`config.mk`:
```
export PLATFORM = sky130hd
export DESIGN_NAME = yarp_line_fill_flat
export DESIGN_NICKNAME = d
export VERILOG_FILES = /design/src/rtl/yarp_pkg.sv /design/src/rtl/yarp_line_fill_if.sv /design/src/rtl/yarp_lfu_line_buf.sv /design/src/rtl/yarp_line_fill.sv /design/src/flat_wrapper.sv
export SDC_FILE = /design/constraint.sdc
export NUM_CORES = 1
export LEC_CHECK = 0
export CELL_PAD_IN_SITES_DETAIL_PLACEMENT = 1
export CELL_PAD_IN_SITES_GLOBAL_PLACEMENT = 1
export CORE_MARGIN = 10
export CORE_UTILIZATION = 25
export CTS_CLUSTER_SIZE = 10
export DETAILED_ROUTE_END_ITERATION = 10
export PLACE_DENSITY = 0.63
export SLEW_MARGIN = 20
export SYNTH_ARGS = -nofsm -noshare
export SYNTH_HDL_FRONTEND = slang
export SYNTH_SLANG_ARGS = --single-unit
export TNS_END_PERCENT = 100
```
`constraint.sdc`:
```
create_clock -name clk -period 2 [get_ports clk]
set_input_delay 0.4 -clock clk [delete_from_list [all_inputs] [get_ports clk]]
set_output_delay 0.4 -clock clk [all_outputs]
set_load 0.05 [all_outputs]
```
`src/rtl/yarp_pkg.sv`:
```
`timescale 1ns/1ps
`default_nettype none
// +----------------------------------------------------------------------------+
// | Module   : yarp_pkg                                                        |
// | Purpose  : Shared types and constants for the YARP line-fill unit.        |
// |            - lfu_state_e   : line-fill FSM state encoding                  |
// |            - LFU_LINE_WORDS: default number of 32-bit words per line       |
// |            - lfu_idx_width : width of a word index within a line           |
// | Revision : 1.0  initial release                                            |
// +----------------------------------------------------------------------------+
package yarp_pkg;

  localparam int LFU_LINE_WORDS = 4;

  typedef enum logic [1:0] {
    IDLE = 2'd0,
    FILL = 2'd1,
    DONE = 2'd2
  } lfu_state_e;

  // Word-index width inside a line; never below 1 so index vectors stay legal.
  function automatic int lfu_idx_width(input int line_words);
    return (line_words > 2) ? $clog2(line_words) : 1;
  endfunction

endpackage
`default_nettype wire

```
`src/rtl/yarp_line_fill_if.sv`:
```
`timescale 1ns/1ps
`default_nettype none
// +----------------------------------------------------------------------------+
// | Module   : yarp_line_fill_if                                               |
// | Purpose  : Main-memory read bus between the line-fill unit and memory.    |
// |            Signal suffixes are from the line-fill unit's point of view.   |
// | Ports    : mem_req_o    read request                                       |
// |            mem_addr_o   word-aligned read address                          |
// |            mem_gnt_i    request accepted this cycle                        |
// |            mem_rvalid_i read data valid (in order)                         |
// |            mem_rdata_i  read data                                          |
// | Modports : master = line-fill unit, slave = memory                         |
// | Revision : 1.0  initial release                                            |
// +----------------------------------------------------------------------------+
interface yarp_line_fill_if;
  logic        mem_req_o;
  logic [31:0] mem_addr_o;
  logic        mem_gnt_i;
  logic        mem_rvalid_i;
  logic [31:0] mem_rdata_i;

  modport master (
    output mem_req_o,
    output mem_addr_o,
    input  mem_gnt_i,
    input  mem_rvalid_i,
    input  mem_rdata_i
  );

  modport slave (
    input  mem_req_o,
    input  mem_addr_o,
    output mem_gnt_i,
    output mem_rvalid_i,
    output mem_rdata_i
  );
endinterface
`default_nettype wire

```
`src/rtl/yarp_lfu_line_buf.sv`:
```
`timescale 1ns/1ps
`default_nettype none
// +----------------------------------------------------------------------------+
// | Module   : yarp_lfu_line_buf                                               |
// | Purpose  : LINE_WORDS x 32 line buffer. Responses arrive in wrapped order, |
// |            so the physical word written is crit_idx + rsp_cnt (mod lines). |
// | Ports    : clk, reset_n   clock, async active-low reset                    |
// |            clear_i        zero every word (start of a new fill)            |
// |            wr_en_i        write wr_data_i at the rotated index             |
// |            crit_idx_i     critical word index of the current fill          |
// |            rsp_cnt_i      number of responses already written              |
// |            wr_data_i      response data                                    |
// |            line_o         flat line, word 0 at the LSBs                    |
// | Revision : 1.0  initial release                                            |
// +----------------------------------------------------------------------------+
module yarp_lfu_line_buf
  import yarp_pkg::*;
#(
  parameter int LINE_WORDS = LFU_LINE_WORDS
) (
  input  wire logic                                        clk,
  input  wire logic                                        reset_n,
  input  wire logic                                        clear_i,
  input  wire logic                                        wr_en_i,
  input  wire logic [lfu_idx_width(LINE_WORDS)-1:0]        crit_idx_i,
  input  wire logic [lfu_idx_width(LINE_WORDS)-1:0]        rsp_cnt_i,
  input  wire logic [31:0]                                 wr_data_i,
  output logic      [32*LINE_WORDS-1:0]                    line_o
);

  localparam int IDXW = lfu_idx_width(LINE_WORDS);

  // Index arithmetic is IDXW bits wide, so the addition wraps inside the line.
  logic [IDXW-1:0] wr_idx;
  assign wr_idx = crit_idx_i + rsp_cnt_i;

  generate
    for (genvar g = 0; g < LINE_WORDS; g++) begin : g_word
      logic [31:0] word_q;

      always_ff @(posedge clk or negedge reset_n) begin
        if (!reset_n) begin
          word_q <= '0;
        end else if (clear_i) begin
          word_q <= '0;
        end else if (wr_en_i && (wr_idx == IDXW'(g))) begin
          word_q <= wr_data_i;
        end
      end

      assign line_o[32*g +: 32] = word_q;
    end
  endgenerate

endmodule
`default_nettype wire

```
`src/rtl/yarp_line_fill.sv`:
```
`timescale 1ns/1ps
`default_nettype none
// +----------------------------------------------------------------------------+
// | Module   : yarp_line_fill                                                  |
// | Purpose  : Cache line refill engine. Takes one line miss, issues          |
// |            LINE_WORDS single-word reads critical-word-first (wrapping),   |
// |            returns the critical word early and then the complete line.    |
// | Ports    : clk, reset_n    clock, async active-low reset                   |
// |            miss_req_i/miss_addr_i/miss_ack_o   miss request handshake      |
// |            busy_o          fill in progress                                |
// |            crit_valid_o/crit_data_o            early critical word         |
// |            fill_done_o/fill_err_o              completion pulse / abort    |
// |            fill_addr_o/fill_line_o             completed line and address  |
// |            mem             memory read bus (yarp_line_fill_if.master)      |
// | Config   : `define YARP_LFU_TIMEOUT_EN enables the no-progress timeout    |
// |            (TIMEOUT_CYCLES); otherwise fill_err_o is tied low.            |
// | Revision : 1.0  initial release                                            |
// +----------------------------------------------------------------------------+
module yarp_line_fill
  import yarp_pkg::*;
#(
  parameter int LINE_WORDS     = LFU_LINE_WORDS
`ifdef YARP_LFU_TIMEOUT_EN
  , parameter int TIMEOUT_CYCLES = 256
`endif
) (
  input  wire logic                       clk,
  input  wire logic                       reset_n,
  input  wire logic                       miss_req_i,
  input  wire logic [31:0]                miss_addr_i,
  output logic                            miss_ack_o,
  output logic                            busy_o,
  output logic                            crit_valid_o,
  output logic      [31:0]                crit_data_o,
  output logic                            fill_done_o,
  output logic                            fill_err_o,
  output logic      [31:0]                fill_addr_o,
  output logic      [32*LINE_WORDS-1:0]   fill_line_o,
  yarp_line_fill_if.master                mem
);

  localparam int IDXW = lfu_idx_width(LINE_WORDS);
  localparam int CNTW = IDXW + 1;          // counts 0..LINE_WORDS inclusive
  localparam int TAGW = 32 - 2 - IDXW;

  lfu_state_e                 state_q, state_d;
  logic [TAGW-1:0]            tag_q;
  logic [IDXW-1:0]            crit_idx_q;
  logic [CNTW-1:0]            issue_cnt_q, issue_cnt_d;
  logic [CNTW-1:0]            rsp_cnt_q, rsp_cnt_d;
  logic                       crit_valid_q;
  logic [31:0]                crit_data_q;
  logic [31:0]                fill_addr_q;
  logic [32*LINE_WORDS-1:0]   fill_line_q;
  logic [32*LINE_WORDS-1:0]   buf_line;

  logic                       ack_w;
  logic                       req_w;
  logic                       gnt_w;
  logic                       rsp_ok_w;
  logic                       buf_clear_w;
  logic                       buf_wr_w;
  logic [IDXW-1:0]            issue_idx_w;
  logic [31:0]                line_addr_w;
  logic                       unused_byte_off;

  // The byte offset within the missing word does not affect the fill.
  assign unused_byte_off = ^miss_addr_i[1:0];

  assign ack_w       = miss_req_i && (state_q == IDLE);
  assign req_w       = (state_q == FILL) && (issue_cnt_q < CNTW'(LINE_WORDS));
  assign gnt_w       = req_w && mem.mem_gnt_i;
  // A response is only legal for a read that has already been granted.
  assign rsp_ok_w    = mem.mem_rvalid_i && (state_q == FILL) && (rsp_cnt_q < issue_cnt_q);
  assign issue_idx_w = crit_idx_q + issue_cnt_q[IDXW-1:0];
  assign line_addr_w = {tag_q, {(IDXW+2){1'b0}}};

  assign miss_ack_o     = ack_w;
  assign busy_o         = (state_q != IDLE);
  assign mem.mem_req_o  = req_w;
  // Only the index field is rotated, so the address never leaves the line.
  assign mem.mem_addr_o = {tag_q, issue_idx_w, 2'b00};
  assign crit_valid_o   = crit_valid_q;
  assign crit_data_o    = crit_data_q;
  assign fill_done_o    = (state_q == DONE);
  // During DONE the buffer already holds the full line; afterwards the held
  // copy keeps the result stable while the buffer is reused by the next fill.
  assign fill_line_o    = (state_q == DONE) ? buf_line    : fill_line_q;
  assign fill_addr_o    = (state_q == DONE) ? line_addr_w : fill_addr_q;

`ifdef YARP_LFU_TIMEOUT_EN
  localparam int TOW = $clog2(TIMEOUT_CYCLES + 1);

  logic [TOW-1:0] prog_cnt_q;
  logic           err_q;
  logic           timeout_w;

  // Fires on the cycle the counter would reach TIMEOUT_CYCLES.
  assign timeout_w = (state_q == FILL) && !gnt_w && !mem.mem_rvalid_i &&
                     (prog_cnt_q == TOW'(TIMEOUT_CYCLES - 1));

  always_ff @(posedge clk or negedge reset_n) begin
    if (!reset_n) begin
      prog_cnt_q <= '0;
      err_q      <= 1'b0;
    end else begin
      if (ack_w || gnt_w || mem.mem_rvalid_i || (state_q != FILL)) begin
        prog_cnt_q <= '0;
      end else begin
        prog_cnt_q <= prog_cnt_q + TOW'(1);
      end
      if (ack_w) begin
        err_q <= 1'b0;
      end else if (timeout_w) begin
        err_q <= 1'b1;
      end
    end
  end

  assign fill_err_o = (state_q == DONE) && err_q;
`else
  assign fill_err_o = 1'b0;
`endif

  always_comb begin
    state_d     = state_q;
    issue_cnt_d = issue_cnt_q;
    rsp_cnt_d   = rsp_cnt_q;
    buf_clear_w = 1'b0;
    buf_wr_w    = 1'b0;
    case (state_q)
      IDLE: begin
        if (ack_w) begin
          state_d     = FILL;
          issue_cnt_d = '0;
          rsp_cnt_d   = '0;
          buf_clear_w = 1'b1;
        end
      end
      FILL: begin
        if (gnt_w) begin
          issue_cnt_d = issue_cnt_q + CNTW'(1);
        end
        if (rsp_ok_w) begin
          buf_wr_w  = 1'b1;
          rsp_cnt_d = rsp_cnt_q + CNTW'(1);
          if (rsp_cnt_q == CNTW'(LINE_WORDS - 1)) begin
            state_d = DONE;
          end
        end
`ifdef YARP_LFU_TIMEOUT_EN
        if (timeout_w) begin
          state_d = DONE;
        end
`endif
      end
      DONE: begin
        state_d = IDLE;
      end
      default: begin
        state_d = IDLE;
      end
    endcase
  end

  always_ff @(posedge clk or negedge reset_n) begin
    if (!reset_n) begin
      state_q      <= IDLE;
      tag_q        <= '0;
      crit_idx_q   <= '0;
      issue_cnt_q  <= '0;
      rsp_cnt_q    <= '0;
      crit_valid_q <= 1'b0;
      crit_data_q  <= '0;
      fill_addr_q  <= '0;
      fill_line_q  <= '0;
    end else begin
      state_q     <= state_d;
      issue_cnt_q <= issue_cnt_d;
      rsp_cnt_q   <= rsp_cnt_d;
      if (ack_w) begin
        tag_q      <= miss_addr_i[31:2+IDXW];
        crit_idx_q <= miss_addr_i[2+IDXW-1:2];
      end
      crit_valid_q <= rsp_ok_w && (rsp_cnt_q == '0);
      if (rsp_ok_w && (rsp_cnt_q == '0)) begin
        crit_data_q <= mem.mem_rdata_i;
      end
      if (state_q == DONE) begin
        fill_line_q <= buf_line;
        fill_addr_q <= line_addr_w;
      end
    end
  end

  yarp_lfu_line_buf #(
    .LINE_WORDS (LINE_WORDS)
  ) u_line_buf (
    .clk        (clk),
    .reset_n    (reset_n),
    .clear_i    (buf_clear_w),
    .wr_en_i    (buf_wr_w),
    .crit_idx_i (crit_idx_q),
    .rsp_cnt_i  (rsp_cnt_q[IDXW-1:0]),
    .wr_data_i  (mem.mem_rdata_i),
    .line_o     (buf_line)
  );

  // Responses without an outstanding read, or outside FILL, are protocol errors.
  a_rvalid_legal : assert property (@(posedge clk) disable iff (!reset_n)
    mem.mem_rvalid_i |-> rsp_ok_w);

endmodule
`default_nettype wire

```
`src/flat_wrapper.sv`:
```
// flat-port wrapper written by rule: the top's interface ports become plain ports
module yarp_line_fill_flat import yarp_pkg::*;
#(
  parameter int LINE_WORDS     = LFU_LINE_WORDS

)
  (clk, reset_n, miss_req_i, miss_addr_i, miss_ack_o, busy_o, crit_valid_o, crit_data_o, fill_done_o, fill_err_o, fill_addr_o, fill_line_o, mem_mem_req_o, mem_mem_addr_o, mem_mem_gnt_i, mem_mem_rvalid_i, mem_mem_rdata_i);
  yarp_line_fill_if mem_i ();
  input  wire logic clk;
  input  wire logic reset_n;
  input  wire logic miss_req_i;
  input  wire logic [31:0] miss_addr_i;
  output logic miss_ack_o;
  output logic busy_o;
  output logic crit_valid_o;
  output logic      [31:0] crit_data_o;
  output logic fill_done_o;
  output logic fill_err_o;
  output logic      [31:0] fill_addr_o;
  output logic      [32*LINE_WORDS-1:0] fill_line_o;
  output wire logic [$bits(mem_i.mem_req_o)-1:0] mem_mem_req_o;
  output wire logic [$bits(mem_i.mem_addr_o)-1:0] mem_mem_addr_o;
  input wire logic [$bits(mem_i.mem_gnt_i)-1:0] mem_mem_gnt_i;
  input wire logic [$bits(mem_i.mem_rvalid_i)-1:0] mem_mem_rvalid_i;
  input wire logic [$bits(mem_i.mem_rdata_i)-1:0] mem_mem_rdata_i;
  assign mem_mem_req_o = mem_i.mem_req_o;
  assign mem_mem_addr_o = mem_i.mem_addr_o;
  assign mem_i.mem_gnt_i = mem_mem_gnt_i;
  assign mem_i.mem_rvalid_i = mem_mem_rvalid_i;
  assign mem_i.mem_rdata_i = mem_mem_rdata_i;
  yarp_line_fill #(.LINE_WORDS(LINE_WORDS)) u_core (.clk(clk), .reset_n(reset_n), .miss_req_i(miss_req_i), .miss_addr_i(miss_addr_i), .miss_ack_o(miss_ack_o), .busy_o(busy_o), .crit_valid_o(crit_valid_o), .crit_data_o(crit_data_o), .fill_done_o(fill_done_o), .fill_err_o(fill_err_o), .fill_addr_o(fill_addr_o), .fill_line_o(fill_line_o), .mem(mem_i));
endmodule
```
==> results_dict.tcl, run 1 <==
set metrics [dict create \
    status "finished with violations" \
    violations "negative setup slack" \
    cp.required_ps 1600 \
    tightest_slew_ps 556.0 \
    tritoncts "done" \
    ys_seq_area_share_pct 63.55 \
    period_needed_ps 2547 \
    grt_max_degree 92 \
    route.detailed.drc 0 \
    maxSlewHeadroom_pct 62.87 \
    r2r-end "u_core.crit_data_o[8]" \
    clk_latency_ps 560 \
    n_fill_cell 5846 \
    avgSynthCellArea_um2 13.49 \
    rrSetupSlack_ps -110 \
    wl_per_cell_um 21.17 \
    utilization_pct 38.86 \
    dp.cells 2099 \
    routabilityCongestion 0.7256 \
    ff2ff_path_depth 8 \
    worstSetupPathType "register to primary output" \
    rsz0062_at_grt "true" \
    max_freq_mhz 392.6 \
    syn_area_mm2 0.01414 \
    dieArea_mm2 0.06646 \
    fin_nets 1523 \
    instances_no_fill 2219 \
    core-area_mm2 0.05617 \
    grt_pass1_wl_mm 66.12 \
    powerDensity_mw_per_mm2 1719 \
    synth_cells 1048 \
    arrival_ps 2150 \
    maxSlewViolCount 0 \
    die_height_um 257.8 \
    critPathLaunchType "register" \
    root_buffer "clkbuf_16" \
    finalSetupTns_ps -80740 \
    yosys.cell_types.count 31 \
    drt_iter0_drc 310 \
    viasPerCell 4.281 \
    hp-class "input port to async pin" \
    grt_use_total_pct 12.65 \
    synth.area.top_cells "dfrtp_1 64%, mux2_2 14%, mux2i_1 9.1%" \
    core.rowCount 87 \
    overflow 0 \
    ys_warn_count 0 \
    clkSlewWorstSetupHoldPaths_ps 50 \
    initial_utilization_pct 25.17 \
    htreeDepth 2 \
    routed_wl_mm 46.99 \
    synth_top_area_share_pct 63.55 \
    cap_violations 0 \
    finalHoldViolations 0 \
    mostFrequentLayoutCell "dfrtp_1" \
    yosysTopAreaCell "dfrtp_1" \
    antenna_found_initial 4 \
    finalClockSkew_ps 23.63 \
    most-common-layout-cells "358 x dfrtp_1, 236 x nand2_1, 127 x mux2_4" \
    dp_hpwl_mm 29.27 \
    postRouteAntennaNets 0 \
    crit-reg2reg-launch "u_core.issue_cnt_q[2]" \
    crit_fanout 8 \
    timing.final.ws_setup_ps -547.4 \
    critPathCaptureType "primary output" \
    final_cell_area_mm2 0.02183 \
    place_area_mm2 0.01824 \
    ys_seq_elements 359 \
    drtPass1Iterations 6 \
    setup_viol 209 \
    cts_sinks 359 \
    min_period_over_period_pct 127.4 \
    p_leak_nw 11.21 \
    grt_pass1_vias 10614 \
    layout-drive-gt1-share_pct 40.29 \
    vias 9500 \
    io_buffers 293 \
    hold_slack_ps 298.4 \
    die_w_um 257.8 \
    ir_worst_vdd_uv 978.4 \
    clk_path_buf_depth 3 \
    cts_buffers 44 \
    io_pins 299 \
    area_growth_pct 54.39 \
]
-- routing by layer --
layer	GRT usage (%)	up-vias	routed length, µm	part of all wire [%]
li1	-	4271	-	-
met1	14.97	4953	19550	42
met3	4.203	69	2775	5.9
met4	3.937	6	1054	2.2
met2	21.41	201	23570	50
met5	0	-	36	0.077
-- per-stage QoR --
stage | setup slack [ps] | power, W
global placement | -311.3 | 0.02696
finish | -547.4 | 0.03753
CTS | -584.6 | 0.03594
global route | -619.5 | 0.03951
detailed placement | -329.8 | 0.02736
floorplan | -133.2 | 0.02158
-- registers in the layout, indices dropped and copies added (netlist names) --
signal and cells:
u_core.u_line_buf.g_word.word_q 128, u_core.tag_q 28, u_core.state_q 2, u_core.fill_line_q 128, u_core.rsp_cnt_q 3, u_core.fill_addr_q 32
u_core.crit_valid_o 1, u_core.issue_cnt_q 3, u_core.crit_idx_q 2, u_core.crit_data_o 32
-- where the power goes --
group	switching, W	internal [W]	total [W]
Sequential	0.00126	0.00981	0.0111
Clock	0.00302	0.00475	0.00777
Combinational	0.0110	0.00765	0.0187
Total	0.0153	0.0222	0.0375
-- synth_stat cells --
library cell / n
nor2_1: 2
a21oi_1: 2
inv_1: 9
or3_1: 2
xnor2_1: 4
buf_4: 9
nor3_4: 2
nand3b_1: 1
o211ai_2: 1
clkbuf_1: 21
dfrtp_1: 359
mux2_2: 180
o21ai_0: 4
and4bb_1: 1
nor3b_4: 1
ha_1: 8
o31ai_1: 1
nand3_1: 3
nand2b_1: 1
conb_1: 1
buf_2: 21
nand2_1: 254
buf_1: 3
or2_2: 2
xnor2_2: 1
buf_6: 10
nor3b_1: 1
or2b_1: 1
mux2_1: 8
mux2i_1: 129
nor2b_1: 6
-- critical path: stages (launching register included) --
cell and delay, ps:
dfrtp_1 410, nor2b_4 200, buf_12 140, buf_16 150
clkbuf_16 190, mux2_4 330, buf_6 160
-- worst max-delay path by stage --
stage,endpoint,slack [ps],start,depth (start not counted)
after global placement,u_core.crit_data_o[31],-310,mem_mem_rvalid_i,6
after floorplan,fill_addr_o[0],-130,u_core.state_q[1],5
final,fill_line_o[48],-550,u_core.state_q[0],6
after detailed placement,u_core.crit_data_o[1],-330,mem_mem_rvalid_i,6
after CTS,fill_line_o[107],-580,u_core.state_q[0],5
after global routing,fill_line_o[48],-620,u_core.state_q[0],6
-- timing repair --
| action | in CTS | in global routing |
|---|---|---|
| gates cloned | 0 | 17 |
| hold buffers | 1 | 0 |
| endpoints found under the hold margin | 42 | 0 |
| setup endpoints to repair | 377 | 377 |
| pin swaps | 0 | 11 |
| setup buffers | 3 | 36 |
| resized for setup | 113 | 286 |
-- cell families after synthesis --
logic type | Yosys count | synth area share, %
muxes | 317 | 24.11
DFF | 359 | 63.55
xor gates and xnor gates | 5 | 0.3629
AOI/OAI and AO/OA | 8 | 0.3540
buffers and inverters | 73 | 2.894
and+or+nand+nor | 277 | 8.001
adders and majority gates | 8 | 0.7081
other | 1 | 0.02653
-- final cells by class --
class / count / area [µm²] / area share (%)
clock buffers: 58 / 1266 / 5.801
inverters: 9 / 37.54 / 0.1720
diodes: 1 / 2.502 / 0.01146
clock inverters: 4 / 106.4 / 0.4872
repair buffers: 414 / 5034 / 23.06
well taps: 756 / 945.9 / 4.334
flip-flops and latches: 359 / 8985 / 41.16
multi-input cells: 618 / 5450 / 24.97
No activity file was read; power rests on OpenSTA's default activity.
==> run 2, diff against run 1 <==
--- a/config.mk
+++ b/config.mk
@@ -5,13 +5,14 @@
 export SDC_FILE = /design/constraint.sdc
 export NUM_CORES = 1
 export LEC_CHECK = 0
+export ABC_AREA = 1
 export CELL_PAD_IN_SITES_DETAIL_PLACEMENT = 1
 export CELL_PAD_IN_SITES_GLOBAL_PLACEMENT = 1
 export CORE_MARGIN = 10
 export CORE_UTILIZATION = 25
 export CTS_CLUSTER_SIZE = 10
 export DETAILED_ROUTE_END_ITERATION = 10
-export PLACE_DENSITY = 0.63
+export PLACE_DENSITY = 0.66
 export SLEW_MARGIN = 20
 export SYNTH_ARGS = -nofsm -noshare
 export SYNTH_HDL_FRONTEND = slang
==> run 2 against run 1 <==
Net effect: the run still ends with negative setup slack left; sequential share of layout area decreased by 1.7 points; clock skew decreased by 3.8 ps; first-iteration DRC count increased by 86%; routed wire length increased by 18%; synthesized cell count increased by 54%; cell area increased by 4.3%; count of clock-buffer cells in the layout increased by 4; maximum frequency increased by 7.6%; sequential cell count unchanged; critical path depth increased by 1; non-clock buffer count increased by 3; critical path type unchanged; critical endpoint is now fill_addr_o[7]; largest power group is now clock; highest routed layer is now met4.
==> results_dict.tcl, run 2 <==
set metrics [dict create \
    ys_top_cells_by_count "804 x nand2_1, 359 x dfrtp_1, 199 x nand3_1" \
    finalSetupTns_ps -59910 \
    grtUsageMet1_pct 19.46 \
    synth_xor_xnor_area_share_pct 0.1236 \
    die_w_um 258.1 \
    cpMostUsedCell "buf_12" \
    die_height_um 258.1 \
    crit_fanout 7 \
    arrival_ps 1970 \
    cts_sinks 359 \
    synth.area.top_cells "dfrtp_1 63%, nand2_1 21%, nand3_1 7.0%" \
    period_needed_ps 2367 \
    critPathLaunchType "register" \
    crit-reg2reg-launch "u_core.issue_cnt_q[2]" \
    ir_worst_vdd_uv 458.1 \
    vias 12398 \
    cap_violations 0 \
    drt_iter0_drc 577 \
    htreeDepth 2 \
    finalClockSkew_ps 19.85 \
    mostFrequentLayoutCell "nand2_1" \
    finalHoldViolations 0 \
    powerDensity_mw_per_mm2 664.8 \
    ff2ff_path_depth 9 \
    grt_busiest_layer "met2" \
    hp-class "input port to async pin" \
    dieArea_mm2 0.06663 \
    core-area_mm2 0.05628 \
    rsz0062_at_grt "true" \
    max_freq_mhz 422.5 \
    grt_use_total_pct 15.90 \
    antenna_found_initial 1 \
    syn_area_mm2 0.01418 \
    clkSlewWorstSetupHoldPaths_ps 60 \
    ys_seq_area_share_pct 63.37 \
    synth_top_flop_cell "dfrtp_1" \
    tritoncts "done" \
    root_buffer "clkbuf_16" \
    synth_top_area_share_pct 63.37 \
    initial_utilization_pct 25.19 \
    synth_edf_count 0 \
    r2r-end "u_core.u_line_buf.g_word[2].word_q[16]" \
    synth_mux_area_share_pct 0 \
    io_pins 299 \
    route.detailed.drc 0 \
    clk_path_buf_depth 3 \
    layout-drive-gt1-share_pct 29.33 \
    grt_max_degree 72 \
    routed_wl_mm 55.45 \
    synth_top_family_by_area "simple AND/OR/NAND/NOR gates" \
    grt_pass1_vias 13619 \
    tightest_slew_ps 556.9 \
    worstSetupPathType "register to primary output" \
    critPathMaxStageDelay_ps 400 \
    yosys.cell_types.count 22 \
    ys_seq_elements 359 \
    avgSynthCellArea_um2 8.767 \
    fin_nets 2062 \
    synthAdderAreaFrac_pct 0.7061 \
    dp_hpwl_mm 35.44 \
    clk_latency_ps 560 \
    async_flop_share_pct 100.0 \
    grt_pass1_wl_mm 83.10 \
    viasPerCell 4.489 \
    synth_cells 1617 \
    crit_family "buffers and inverters" \
    maxSlewViolCount 0 \
    status "finished with violations" \
    synth-simple-area-share_pct 29.85 \
    cts_buffers 45 \
    crit_chain "nor2_4, buf_12, buf_12, buf_16, nand2_1, nand2_2, buf_8" \
    most-common-layout-cells "584 x nand2_1, 359 x dfrtp_1, 199 x nand3_1" \
    yosysTopAreaCell "dfrtp_1" \
    top_regs "u_core.fill_line_q (128), u_core.u_line_buf.g_word.word_q (128)" \
    violations "negative setup slack" \
    synth_compound_area_share_pct 1.421 \
    gr-usage-met2_pct 26.28 \
    wl_per_cell_um 20.08 \
    core.rowCount 87 \
    p_leak_nw 11.74 \
    ys_warn_count 0 \
    rrSetupSlack_ps -70 \
    postRouteAntennaNets 0 \
    io_buffers 293 \
    overflow 0 \
    p_total_w 0.01514 \
    crit_buf_inv 4 \
    cp.required_ps 1600 \
    use_met3_pct 5.374 \
    critPathSlowestCell "dfrtp_1" \
    critPathCaptureType "primary output" \
    timing.final.ws_setup_ps -367.1 \
    drtPass1Iterations 5 \
    area_growth_pct 60.61 \
    maxSlewHeadroom_pct 62.76 \
    min_period_over_period_pct 118.4 \
    setup_viol 227 \
    synth_most_common_cell "nand2_1" \
    routabilityCongestion 0.7371 \
]
## run 2: cell types whose count changed after synthesis, sizes merged, moves of 4 or more
cell,previous run,this run
nand3,3,200
o21ai,4,37
clkbuf,21,44
nor2b,6,0
mux2i,129,0
nand2,254,805
mux2,188,0
buf,43,55
inv,9,56
xnor2,5,1
nor2,2,47
## run 2: final cells by class
cell class | count | area (µm²)
inverters | 56 | 239.0
repair buffers | 417 | 5807
clock buffers | 62 | 1230
clock inverters | 5 | 55.05
repair inverters | 1 | 11.26
diodes | 1 | 2.502
flip-flops and latches | 359 | 8984
multi-input cells | 1105 | 5494
well taps | 756 | 945.9
fillers | 6275 | 33510
## run 2: timing repair
action,in CTS,in global routing
hold endpoints to repair,34,0
endpoints found under the setup margin,269,358
hold buffers,1,0
setup buffers,9,23
gates resized for setup,213,212
pin swaps,25,23
gates cloned,9,10
## run 2: metal layers
| layer | vias to the layer above | share of wire (%) | wire length, µm |
|---|---|---|---|
| met4 | 0 | 2.2 | 1232 |
| met5 | - | 0 | 0 |
| met1 | 6290 | 42 | 23410 |
| met3 | 70 | 6.9 | 3833 |
| met2 | 284 | 49 | 26980 |
| li1 | 5754 | - | - |
## run 2: kinds of logic after synthesis
kind of cell | after synthesis
DFF | 359
and+or+nand+nor | 1052
other | 1
xor gates and xnor gates | 2
adders and majority gates | 8
buffers and inverters | 155
AOI/OAI and AO/OA | 40
## run 2: worst max-delay path by stage
stage / cells after the start / slack, ps / start / to
CTS: 8 / -430 / u_core.state_q[1] / fill_line_o[26]
detailed placement: 9 / -140 / mem_mem_rvalid_i / u_core.u_line_buf.g_word[2].word_q[3]
global placement: 9 / -70 / mem_mem_rvalid_i / u_core.u_line_buf.g_word[2].word_q[17]
global route: 7 / -470 / u_core.state_q[0] / fill_line_o[35]
floorplan: 4 / 10 / u_core.state_q[1] / fill_addr_o[0]
finish: 7 / -370 / u_core.state_q[0] / fill_addr_o[7]
## run 2: worst reg2reg max path, delay by kind of cell (launching register included)
family / cells / cell delay, ps
AO/OA/AOI/OAI: 1 / 260
adder cells (fa/ha/maj): 1 / 240
flip-flops: 1 / 380
buffers and inverters: 2 / 320
AND/OR/NAND/NOR: 5 / 720
## run 2: stage by stage
step	setup WS (ps)	hold slack (ps)	utilization (%)	area, µm²	std cells
after floorplan	11.79	104.4	-	14180	1619
after global placement	-67.37	325.9	34.32	19320	2642
after detailed placement	-141.8	323.0	34.32	19320	2642
after CTS	-433.6	333.8	38.42	21620	2728
after global routing	-472.7	351.3	40.46	22770	2762
final	-367.1	347.1	40.46	22770	2762
## run 2: report_power, final
part | switching [W] | internal, W
Combinational | 0.000280 | 0.000185
Sequential | 0 | 0.00727
Clock | 0.00305 | 0.00435
Total | 0.00333 | 0.0118
